`src/rtl/cpu_ctrl_pkg.sv`:
```
// Shared types and encodings for the multicycle RV32I control FSM.
package cpu_ctrl_pkg;

  localparam int unsigned OPCODE_W = 7;
  localparam int unsigned ALU_OP_W = 4;
  localparam int unsigned SEL_W    = 2;

  typedef enum logic [3:0] {
    FETCH, DECODE, EXEC_R, EXEC_I, MEM_ADDR, MEM_RD, MEM_WR,
    WB_ALU, WB_MEM, BRANCH, JAL, LUI, HALT
  } state_t;

  localparam logic [OPCODE_W-1:0] OP_RTYPE  = 7'b0110011;
  localparam logic [OPCODE_W-1:0] OP_ITYPE  = 7'b0010011;
  localparam logic [OPCODE_W-1:0] OP_LOAD   = 7'b0000011;
  localparam logic [OPCODE_W-1:0] OP_STORE  = 7'b0100011;
  localparam logic [OPCODE_W-1:0] OP_BRANCH = 7'b1100011;
  localparam logic [OPCODE_W-1:0] OP_JAL    = 7'b1101111;
  localparam logic [OPCODE_W-1:0] OP_LUI    = 7'b0110111;
  localparam logic [OPCODE_W-1:0] OP_SYSTEM = 7'b1110011;

  typedef enum logic [ALU_OP_W-1:0] {
    ALU_ADD  = 4'd0, ALU_SUB = 4'd1, ALU_AND = 4'd2, ALU_OR  = 4'd3,
    ALU_XOR  = 4'd4, ALU_SLT = 4'd5, ALU_SLTU = 4'd6, ALU_SLL = 4'd7,
    ALU_SRL  = 4'd8, ALU_SRA = 4'd9
  } alu_op_t;

  localparam logic [SEL_W-1:0] PC_SRC_PLUS4  = 2'd0;
  localparam logic [SEL_W-1:0] PC_SRC_TARGET = 2'd1;
  localparam logic [SEL_W-1:0] PC_SRC_HOLD   = 2'd2;

  localparam logic [SEL_W-1:0] WB_SEL_ALU  = 2'd0;
  localparam logic [SEL_W-1:0] WB_SEL_MEM  = 2'd1;
  localparam logic [SEL_W-1:0] WB_SEL_PC4  = 2'd2;
  localparam logic [SEL_W-1:0] WB_SEL_UIMM = 2'd3;

  localparam logic ALU_A_PC  = 1'b0;
  localparam logic ALU_A_RS1 = 1'b1;

  localparam logic [SEL_W-1:0] ALU_B_RS2  = 2'd0;
  localparam logic [SEL_W-1:0] ALU_B_FOUR = 2'd1;
  localparam logic [SEL_W-1:0] ALU_B_IMM  = 2'd2;

  // States that own the memory port and are subject to the timeout.
  function automatic logic is_mem_state(input state_t s);
    return (s == FETCH) || (s == MEM_RD) || (s == MEM_WR);
  endfunction

endpackage

```
`src/rtl/ctrl_alu_decode.sv`:
```
// ALU function select from funct3/funct7b5; funct7b5 only matters for SUB (R-type) and SRA.
module ctrl_alu_decode
  import cpu_ctrl_pkg::*;
(
  input  logic [2:0]          funct3,
  input  logic                funct7b5,
  input  logic                is_rtype,
  output logic [ALU_OP_W-1:0] alu_op
);

  always_comb begin
    alu_op = ALU_ADD;
    case (funct3)
      3'b000:  alu_op = (is_rtype && funct7b5) ? ALU_SUB : ALU_ADD;
      3'b001:  alu_op = ALU_SLL;
      3'b010:  alu_op = ALU_SLT;
      3'b011:  alu_op = ALU_SLTU;
      3'b100:  alu_op = ALU_XOR;
      3'b101:  alu_op = funct7b5 ? ALU_SRA : ALU_SRL;
      3'b110:  alu_op = ALU_OR;
      default: alu_op = ALU_AND;
    endcase
  end

endmodule

```
`src/rtl/multicycle_ctrl.sv`:
```
// Multicycle RV32I-subset control FSM sequencing a shared pc/memory/regfile/ALU datapath.
module multicycle_ctrl
  import cpu_ctrl_pkg::*;
#(
  parameter int unsigned MEM_TIMEOUT = 16,
  parameter int unsigned CNT_W       = 32
) (
  input  logic                clk,
  input  logic                reset,
  input  logic [6:0]          opcode,
  input  logic [2:0]          funct3,
  input  logic                funct7b5,
  input  logic                zero,
  input  logic                mem_ready,
  output logic                mem_read,
  output logic                mem_write,
  output logic                iord,
  output logic                ir_write,
  output logic                pc_write,
  output logic [1:0]          pc_src,
  output logic                reg_write,
  output logic [1:0]          wb_sel,
  output logic                alu_src_a,
  output logic [1:0]          alu_src_b,
  output logic [3:0]          alu_op,
  output logic                halted,
  output logic                fault,
  output logic [CNT_W-1:0]    instr_count
);

  localparam int unsigned TW = $clog2(MEM_TIMEOUT + 1);

  state_t              state, state_next;
  logic [TW-1:0]       tcnt;
  logic                timeout_c, taken_c, retire_c, fault_set_c;
  logic [ALU_OP_W-1:0] dec_alu_op;

  ctrl_alu_decode u_alu_decode (
    .funct3   (funct3),
    .funct7b5 (funct7b5),
    .is_rtype (opcode == OP_RTYPE),
    .alu_op   (dec_alu_op)
  );

  // A ready on the final counted cycle completes rather than times out.
  assign timeout_c = is_mem_state(state) && !mem_ready && (tcnt == TW'(MEM_TIMEOUT - 1));
  assign taken_c   = ((funct3 == 3'b000) && zero) || ((funct3 == 3'b001) && !zero);

  always_ff @(posedge clk) begin
    if (reset) state <= FETCH;
    else       state <= state_next;
  end

  always_comb begin
    state_next  = state;
    retire_c    = 1'b0;
    fault_set_c = 1'b0;
    case (state)
      FETCH: begin
        if (mem_ready)      state_next = DECODE;
        else if (timeout_c) begin state_next = HALT; fault_set_c = 1'b1; end
      end
      DECODE: begin
        case (opcode)
          OP_RTYPE:          state_next = EXEC_R;
          OP_ITYPE:          state_next = EXEC_I;
          OP_LOAD, OP_STORE: state_next = MEM_ADDR;
          OP_BRANCH:         state_next = BRANCH;
          OP_JAL:            state_next = JAL;
          OP_LUI:            state_next = LUI;
          OP_SYSTEM:         state_next = HALT;
          default: begin state_next = HALT; fault_set_c = 1'b1; end
        endcase
      end
      EXEC_R, EXEC_I: state_next = WB_ALU;
      MEM_ADDR:       state_next = (opcode == OP_STORE) ? MEM_WR : MEM_RD;
      MEM_RD: begin
        if (mem_ready)      state_next = WB_MEM;
        else if (timeout_c) begin state_next = HALT; fault_set_c = 1'b1; end
      end
      MEM_WR: begin
        if (mem_ready)      begin state_next = FETCH; retire_c = 1'b1; end
        else if (timeout_c) begin state_next = HALT; fault_set_c = 1'b1; end
      end
      WB_ALU, WB_MEM, JAL, LUI: begin
        state_next = FETCH;
        retire_c   = 1'b1;
      end
      BRANCH: begin
        if ((funct3 == 3'b000) || (funct3 == 3'b001)) begin
          state_next = FETCH;
          retire_c   = 1'b1;
        end else begin
          state_next  = HALT;
          fault_set_c = 1'b1;
        end
      end
      HALT:    state_next = HALT;
      default: begin state_next = HALT; fault_set_c = 1'b1; end
    endcase
  end

  // Wait counter restarts whenever the FSM changes state.
  always_ff @(posedge clk) begin
    if (reset || (state_next != state))      tcnt <= '0;
    else if (is_mem_state(state) && !mem_ready) tcnt <= tcnt + TW'(1);
  end

  always_ff @(posedge clk) begin
    if (reset) begin
      fault       <= 1'b0;
      instr_count <= '0;
    end else begin
      if (fault_set_c) fault       <= 1'b1;
      if (retire_c)    instr_count <= instr_count + CNT_W'(1);
    end
  end

  // Output decode; reset forces the idle pattern within the same cycle.
  always_comb begin
    mem_read  = 1'b0;
    mem_write = 1'b0;
    iord      = 1'b0;
    ir_write  = 1'b0;
    pc_write  = 1'b0;
    pc_src    = PC_SRC_HOLD;
    reg_write = 1'b0;
    wb_sel    = WB_SEL_ALU;
    alu_src_a = ALU_A_PC;
    alu_src_b = ALU_B_RS2;
    alu_op    = ALU_ADD;
    halted    = 1'b0;
    if (!reset) begin
      case (state)
        FETCH: begin
          mem_read  = 1'b1;
          alu_src_b = ALU_B_FOUR;
          if (mem_ready) begin
            ir_write = 1'b1;
            pc_write = 1'b1;
            pc_src   = PC_SRC_PLUS4;
          end
        end
        DECODE:   alu_src_b = ALU_B_IMM;
        EXEC_R: begin
          alu_src_a = ALU_A_RS1;
          alu_op    = dec_alu_op;
        end
        EXEC_I: begin
          alu_src_a = ALU_A_RS1;
          alu_src_b = ALU_B_IMM;
          alu_op    = dec_alu_op;
        end
        MEM_ADDR: begin
          alu_src_a = ALU_A_RS1;
          alu_src_b = ALU_B_IMM;
        end
        MEM_RD: begin
          mem_read = 1'b1;
          iord     = 1'b1;
        end
        MEM_WR: begin
          mem_write = 1'b1;
          iord      = 1'b1;
        end
        WB_ALU:   reg_write = 1'b1;
        WB_MEM: begin
          reg_write = 1'b1;
          wb_sel    = WB_SEL_MEM;
        end
        BRANCH: begin
          alu_src_a = ALU_A_RS1;
          alu_op    = ALU_SUB;
          if (taken_c) begin
            pc_write = 1'b1;
            pc_src   = PC_SRC_TARGET;
          end
        end
        JAL: begin
          pc_write  = 1'b1;
          pc_src    = PC_SRC_TARGET;
          reg_write = 1'b1;
          wb_sel    = WB_SEL_PC4;
        end
        LUI: begin
          reg_write = 1'b1;
          wb_sel    = WB_SEL_UIMM;
        end
        HALT:     halted = 1'b1;
        default: ;
      endcase
    end
  end

endmodule

```
`config.mk`:
```
export PLATFORM = sky130hd
export DESIGN_NAME = multicycle_ctrl
export DESIGN_NICKNAME = d
export VERILOG_FILES = /design/src/rtl/cpu_ctrl_pkg.sv /design/src/rtl/ctrl_alu_decode.sv /design/src/rtl/multicycle_ctrl.sv
export SDC_FILE = /design/constraint.sdc
export NUM_CORES = 1
export LEC_CHECK = 0
export CORE_UTILIZATION = 53
export CTS_CLUSTER_DIAMETER = 40
export DETAILED_ROUTE_END_ITERATION = 8
export PLACE_DENSITY = 0.86
export SYNTH_ARGS = -nofsm -noshare
export SYNTH_HDL_FRONTEND = slang
export SYNTH_HIERARCHICAL = 1
export SYNTH_SLANG_ARGS = --single-unit
```
`constraint.sdc`:
```
create_clock -name clk -period 5.5 [get_ports clk]
set_input_delay 0.55 -clock clk [delete_from_list [all_inputs] [get_ports clk]]
set_output_delay 0.55 -clock clk [all_outputs]
set_load 0.02 [all_outputs]
```
==> flow_metrics.py, run 1 <==
metrics = {
    "global_routing": {
        "track_usage_pct": 24.0,
        "grt_pass1_vias": 2154,
        "grt_max_degree": 29,
        "grt_overflow": 0,
        "grt_pass1_wl_um": 9920,
        "grt_antenna_before_repair": 0,
    },
    "power": {
        "p_leak_nw": 1.21,
        "intPower_mw": 0.611,
        "pwr-share-clk_pct": 24.8,
        "power_mw": 0.970,
        "seq_power_share_pct": 38.7,
        "comb_power_share_pct": 36.5,
        "swShare_pct": 36.9,
        "p_sw_mw": 0.358,
        "ir_worst_vdd_mv": 0.218,
        "p_per_area_nw_per_um2": 290,
    },
    "final_layout": {
        "n_antenna_cell": 0,
        "drive_gt1_share_pct": 3.91,
        "synthToLayoutAreaGrowth_pct": 29.8,
        "n_fill_cell": 386,
        "nets": 401,
    },
    "floorplanning": {
        "num_rows": 25,
        "die_h_um": 71.7,
        "die_area_um2": 5140,
        "pin_count": 66,
        "start_util_pct": 54.9,
        "core_region_area_um2": 4690,
        "die_w_um": 71.7,
    },
    "outcome": {
        "status": "finished clean",
    },
    "drt": {
        "ant_nets": 0,
        "routed_via_density": 5.75,
        "first_iter_violations": 175,
        "drcViolationCount": 0,
        "drt_first_pass_iters": 4,
        "wl_per_cell_um": 14.0,
        "drt-total-wl_um": 6120,
        "num_vias": 2517,
    },
    "sta": {
        "finalHoldViolCount": 0,
        "finalCriticalPeriod_ps": 3320,
        "slew_headroom_pct": 25.1,
        "grt_setup_unrepaired": "no",
        "finalSetupViolCount": 0,
        "tightest_slew_ps": 1110,
        "setup-tns-final_ps": 0,
        "timing.fmax_mhz": 301,
        "drv_slew": 0,
        "finalCritPeriodShare_pct": 60.3,
        "fin_worst_skew_ps": 7.81,
        "layout_setup_ws_ps": 2180,
    },
    "synth": {
        "synth_area_leaders": "dfxtp_1 (33%), xor2_1 (9.9%), nor2_1 (8.0%)",
        "synth-seq-cells": 42,
        "synthDominantCellAreaShare_pct": 32.6,
        "syn-num-nets": 348,
        "ys_seq_area_share_pct": 32.6,
        "synth_top_area_cell": "dfxtp_1",
        "syn_area_um2": 2580,
        "yosys.cell_types.count": 42,
        "synth_most_common_cell": "nor2_1",
        "synth_edf_count": 0,
        "synth_cells": 330,
        "yosysWarningCount": 6,
        "synth_commonest_cells": "nor2_1 (55), dfxtp_1 (42), xor2_1 (29)",
        "avgSynthCellArea_um2": 7.81,
        "synthArstFlopShare_pct": 0,
        "synth_top_flop_cell": "dfxtp_1",
    },
    "min_path": {
        "min_path_type": "reg -> reg",
    },
    "clock_network": {
        "clockBufferDepth": 2,
        "cts_setup_buffers": 0,
        "clock-sinks": 42,
        "numCtsBuffers": 5,
        "clkLatencyLatePin_ps": 300,
        "post_cts_resized": 0,
        "cts.clk_slew.worst_paths_ps": 80,
        "cts_root_buf": "clkbuf_8",
        "cts_tree": "done",
        "cts_hold_buf": 0,
        "htreeDepth": 2,
    },
    "placement": {
        "port_buffers": 65,
        "gp_congestion": 0.854,
        "dp_hpwl_um": 4410,
        "dp_slack_ps": 2140,
    },
    "setup_path": {
        "crit_path_start_kind": "input pin",
        "crit_type": "in -> out",
        "worstPathMaxFanout": 28,
        "worstPathRequired_ps": 4950,
        "arrival_ps": 2770,
        "cp-end-kind": "primary output",
    },
    "job": {
        "max_cap_violations": 0,
    },
}
[path summary, 6_finish.rpt]
path | start | to | slack (ps) | depth (start not counted)
setup / recovery | reset | mem_read | 2180 | 4
hold / removal | instr_count[1] | instr_count[1] | 530 | 2
setup reg to reg | state[2] | instr_count[16] | 2640 | 6
hold reg to reg | instr_count[1] | instr_count[1] | 530 | 2
[cells by family after synthesis]
group,share of synthesized area (%)
buf+inv,3.79
xor+xnor,12.6
simple gates,37.2
fa+ha+maj,1.46
mux,2.38
compound gates,10.0
flops,32.6
[placed cells by master (no fill, tap or decap), types with 8 or more instances in the layout]
cell type and instances:
and3_1 15, clkdlybuf4s50_1 65, dfxtp_1 42, nand2_1 19, nand3_1 15, nand4_1 12
nor2_1 55, nor3_1 18, o21ai_0 9, xnor2_1 8, xor2_1 29
[registers in the layout, indices dropped and copies added (netlist names)]
| name | count |
|---|---|
| fault | 1 |
| state | 4 |
| tcnt | 5 |
| instr_count | 32 |
[critical path, cell delays in order]
cell and delay (ps):
clkdlybuf4s50_1 790, buf_4 420, nor4_1 330, clkdlybuf4s50_1 670
[power by group through the flow]
stage | combinational [mW] | clock, mW | sequential (mW)
floorplan | 0.281 | 0 | 0.341
global placement | 0.340 | 0 | 0.381
detailed placement | 0.349 | 0 | 0.380
CTS | 0.351 | 0.242 | 0.373
global route | 0.384 | 0.253 | 0.381
finish | 0.353 | 0.241 | 0.375
[stage by stage]
step           cell area [um^2]  hold slack [ps]  util, %  cells
3_5_place_dp               3240              513     69.0    430
5_1_grt                    3340              570     71.3    438
4_1_cts                    3340              525     71.3    438
6_report                   3340              525     71.3    438
3_3_place_gp               3240              493     69.0    430
2_1_floorplan              2580              514        -    330
[per-layer routing]
layer | routed length (um) | vias up | global-route usage (%)
met4 | 65 | 0 | 5.88
met2 | 2800 | 81 | 38.9
met5 | 0 | - | 0
met3 | 402 | 7 | 5.77
li1 | - | 1265 | -
met1 | 2860 | 1164 | 32.3
[area by class of cell]
class	instances	area, um^2	area share [%]
clock inverter	1	30.0	0.898
tap	54	67.6	2.02
clock buffer	7	76.3	2.28
sequential	42	841	25.1
multi-input combinational	262	1640	49.2
timing repair buffer	67	666	19.9
inverter	5	18.8	0.561
(Power assumes the default switching activity.)
==> run 2: changes to the inputs <==
--- a/config.mk
+++ b/config.mk
@@ -5,10 +5,10 @@
 export SDC_FILE = /design/constraint.sdc
 export NUM_CORES = 1
 export LEC_CHECK = 0
-export CORE_UTILIZATION = 53
+export CORE_UTILIZATION = 49
 export CTS_CLUSTER_DIAMETER = 40
 export DETAILED_ROUTE_END_ITERATION = 8
-export PLACE_DENSITY = 0.86
+export PLACE_DENSITY = 0.8
 export SYNTH_ARGS = -nofsm -noshare
 export SYNTH_HDL_FRONTEND = slang
 export SYNTH_HIERARCHICAL = 1
==> constraint.sdc (replaced) <==
create_clock -name clk -period 3.2 [get_ports clk]
set_input_delay 0.32 -clock clk [delete_from_list [all_inputs] [get_ports clk]]
set_output_delay 0.32 -clock clk [all_outputs]
set_load 0.02 [all_outputs]
==> flow_metrics.py, run 2 (synthesis results as in run 1) <==
metrics = {
    "outcome": {
        "status": "finished clean",
    },
    "power": {
        "power_mw": 1.62,
        "p_per_area_nw_per_um2": 477,
        "ir_worst_vdd_mv": 0.266,
        "p_leak_nw": 1.24,
    },
    "global_routing": {
        "grt_pass1_wl_um": 9940,
        "grt_pass1_vias": 2182,
        "grt_overflow": 0,
        "grt_antenna_before_repair": 0,
        "grt_max_degree": 34,
        "track_usage_pct": 22.6,
    },
    "sta": {
        "finalHoldViolCount": 0,
        "setup-tns-final_ps": 0,
        "finalCriticalPeriod_ps": 2750,
        "whs_ps": 521,
        "grt_setup_unrepaired": "no",
        "timing.fmax_mhz": 363,
        "slew_headroom_pct": 32.2,
        "finalSetupViolCount": 0,
        "fin_worst_skew_ps": 10.2,
        "finalCritPeriodShare_pct": 86.1,
        "tightest_slew_ps": 1010,
        "layout_setup_ws_ps": 446,
        "drv_slew": 0,
    },
    "final_layout": {
        "final_common_cell": "clkdlybuf4s50_1",
        "largest_reg_flops": 32,
        "n_fill_cell": 446,
        "layout.area.seq_um2": 841,
        "final_cell_mix": "clkdlybuf4s50_1 (65), nor2_1 (55), dfxtp_1 (42)",
        "multi_input_area_um2": 1640,
        "max_flop_register": "instr_count",
        "nets": 409,
        "synthToLayoutAreaGrowth_pct": 32.1,
        "drive_gt1_share_pct": 6.12,
        "n_antenna_cell": 0,
        "reg_top3": "instr_count (32), tcnt (5), state (4)",
        "design_area_um2": 3400,
    },
    "setup_path": {
        "worstPathRequired_ps": 2880,
        "cp-end-kind": "primary output",
        "max_stage_delay_ps": 690,
        "crit_chain": "inv_1 > nor2_1 > a31oi_1 > mux2i_1 > and2_1 > clkdlybuf4s50_1",
        "slowest_stage": "dfxtp_1",
        "arrival_ps": 2430,
        "path_buf_inv": 2,
        "crit_path_start_kind": "flop",
        "worstPathMaxFanout": 18,
        "crit_family": "buffers and inverters",
        "crit_type": "reg -> out",
    },
    "drt": {
        "drcViolationCount": 0,
        "drt_first_pass_iters": 4,
        "drt-total-wl_um": 6120,
        "ant_nets": 0,
        "first_iter_violations": 136,
        "num_vias": 2534,
        "routed_via_density": 5.48,
        "wl_per_cell_um": 13.2,
    },
    "clock_network": {
        "htreeDepth": 2,
        "cts_setup_buffers": 0,
        "post_cts_resized": 0,
        "clkLatencyLatePin_ps": 290,
        "clock-sinks": 42,
        "numCtsBuffers": 5,
        "cts.clk_slew.worst_paths_ps": 80,
        "cts_root_buf": "clkbuf_8",
        "clockBufferDepth": 2,
        "cts_tree": "done",
        "cts_hold_buf": 0,
    },
    "placement": {
        "dpl_cell_area_um2": 3320,
        "port_buffers": 65,
        "dp_slack_ps": 182,
        "gp_congestion": 0.876,
        "dp_hpwl_um": 4490,
    },
    "floorplanning": {
        "die_w_um": 74.5,
        "pin_count": 66,
        "core_region_area_um2": 5070,
        "num_rows": 26,
        "start_util_pct": 50.8,
        "die_h_um": 74.5,
        "die_area_um2": 5550,
    },
    "min_path": {
        "min_path_type": "reg -> reg",
    },
    "job": {
        "max_cap_violations": 0,
    },
}
run 2: changes by cell type in the layout (fill, tap and decap cells not counted):
cell | previous run | this run
clkinv_2 | 0 | 1
clkbuf_1 | 2 | 1
buf_4 | 2 | 10
clkinv_4 | 0 | 1
bufinv_16 | 1 | 0
run 2: metal layers:
metal,GRT usage (%),routed length (um),up-vias
li1,-,-,1287
met1,31.3,2960,1173
met2,35.9,2810,64
met3,4.74,283,10
met4,5.87,59,0
met5,0,0,-
run 2: report_power, final:
group          switching (mW)  total [mW]  internal, mW  leakage (nW)
combinational           0.404       0.690         0.286         0.860
clock                   0.183       0.337         0.154        0.0452
sequential             0.0414       0.595         0.553         0.339
total                   0.629        1.62         0.993          1.24
run 2: tightest hold or removal path, delay by kind of cell, from the launching register on:
kind	cells	cell delay [ps]
simple gates	1	70
xor+xnor	1	70
flops	1	350
run 2: area by class of cell:
class                           instances  area share [%]
Multi-Input combinational cell        262            48.3
Sequential cell                        42            24.7
Timing Repair Buffer                   75            21.3
Tap cell                               70            2.57
Clock buffer                            6            2.13
Inverter                                5           0.551
Clock inverter                          2           0.404
run 2: per-stage QoR:
step           instances  util (%)
3_5_place_dp         454      65.4
2_1_floorplan        330         -
5_1_grt              462      67.1
4_1_cts              462      67.1
6_report             462      67.1
3_3_place_gp         454      65.4
run 2: final timing paths:
check / cells past startpoint / from / end / slack (ps)
hold reg to reg: 2 / instr_count[31] / instr_count[31] / 520
setup reg to reg: 7 / state[3] / tcnt[4] / 450
hold / removal: 2 / instr_count[31] / instr_count[31] / 520
setup / recovery: 6 / state[1] / pc_write / 450
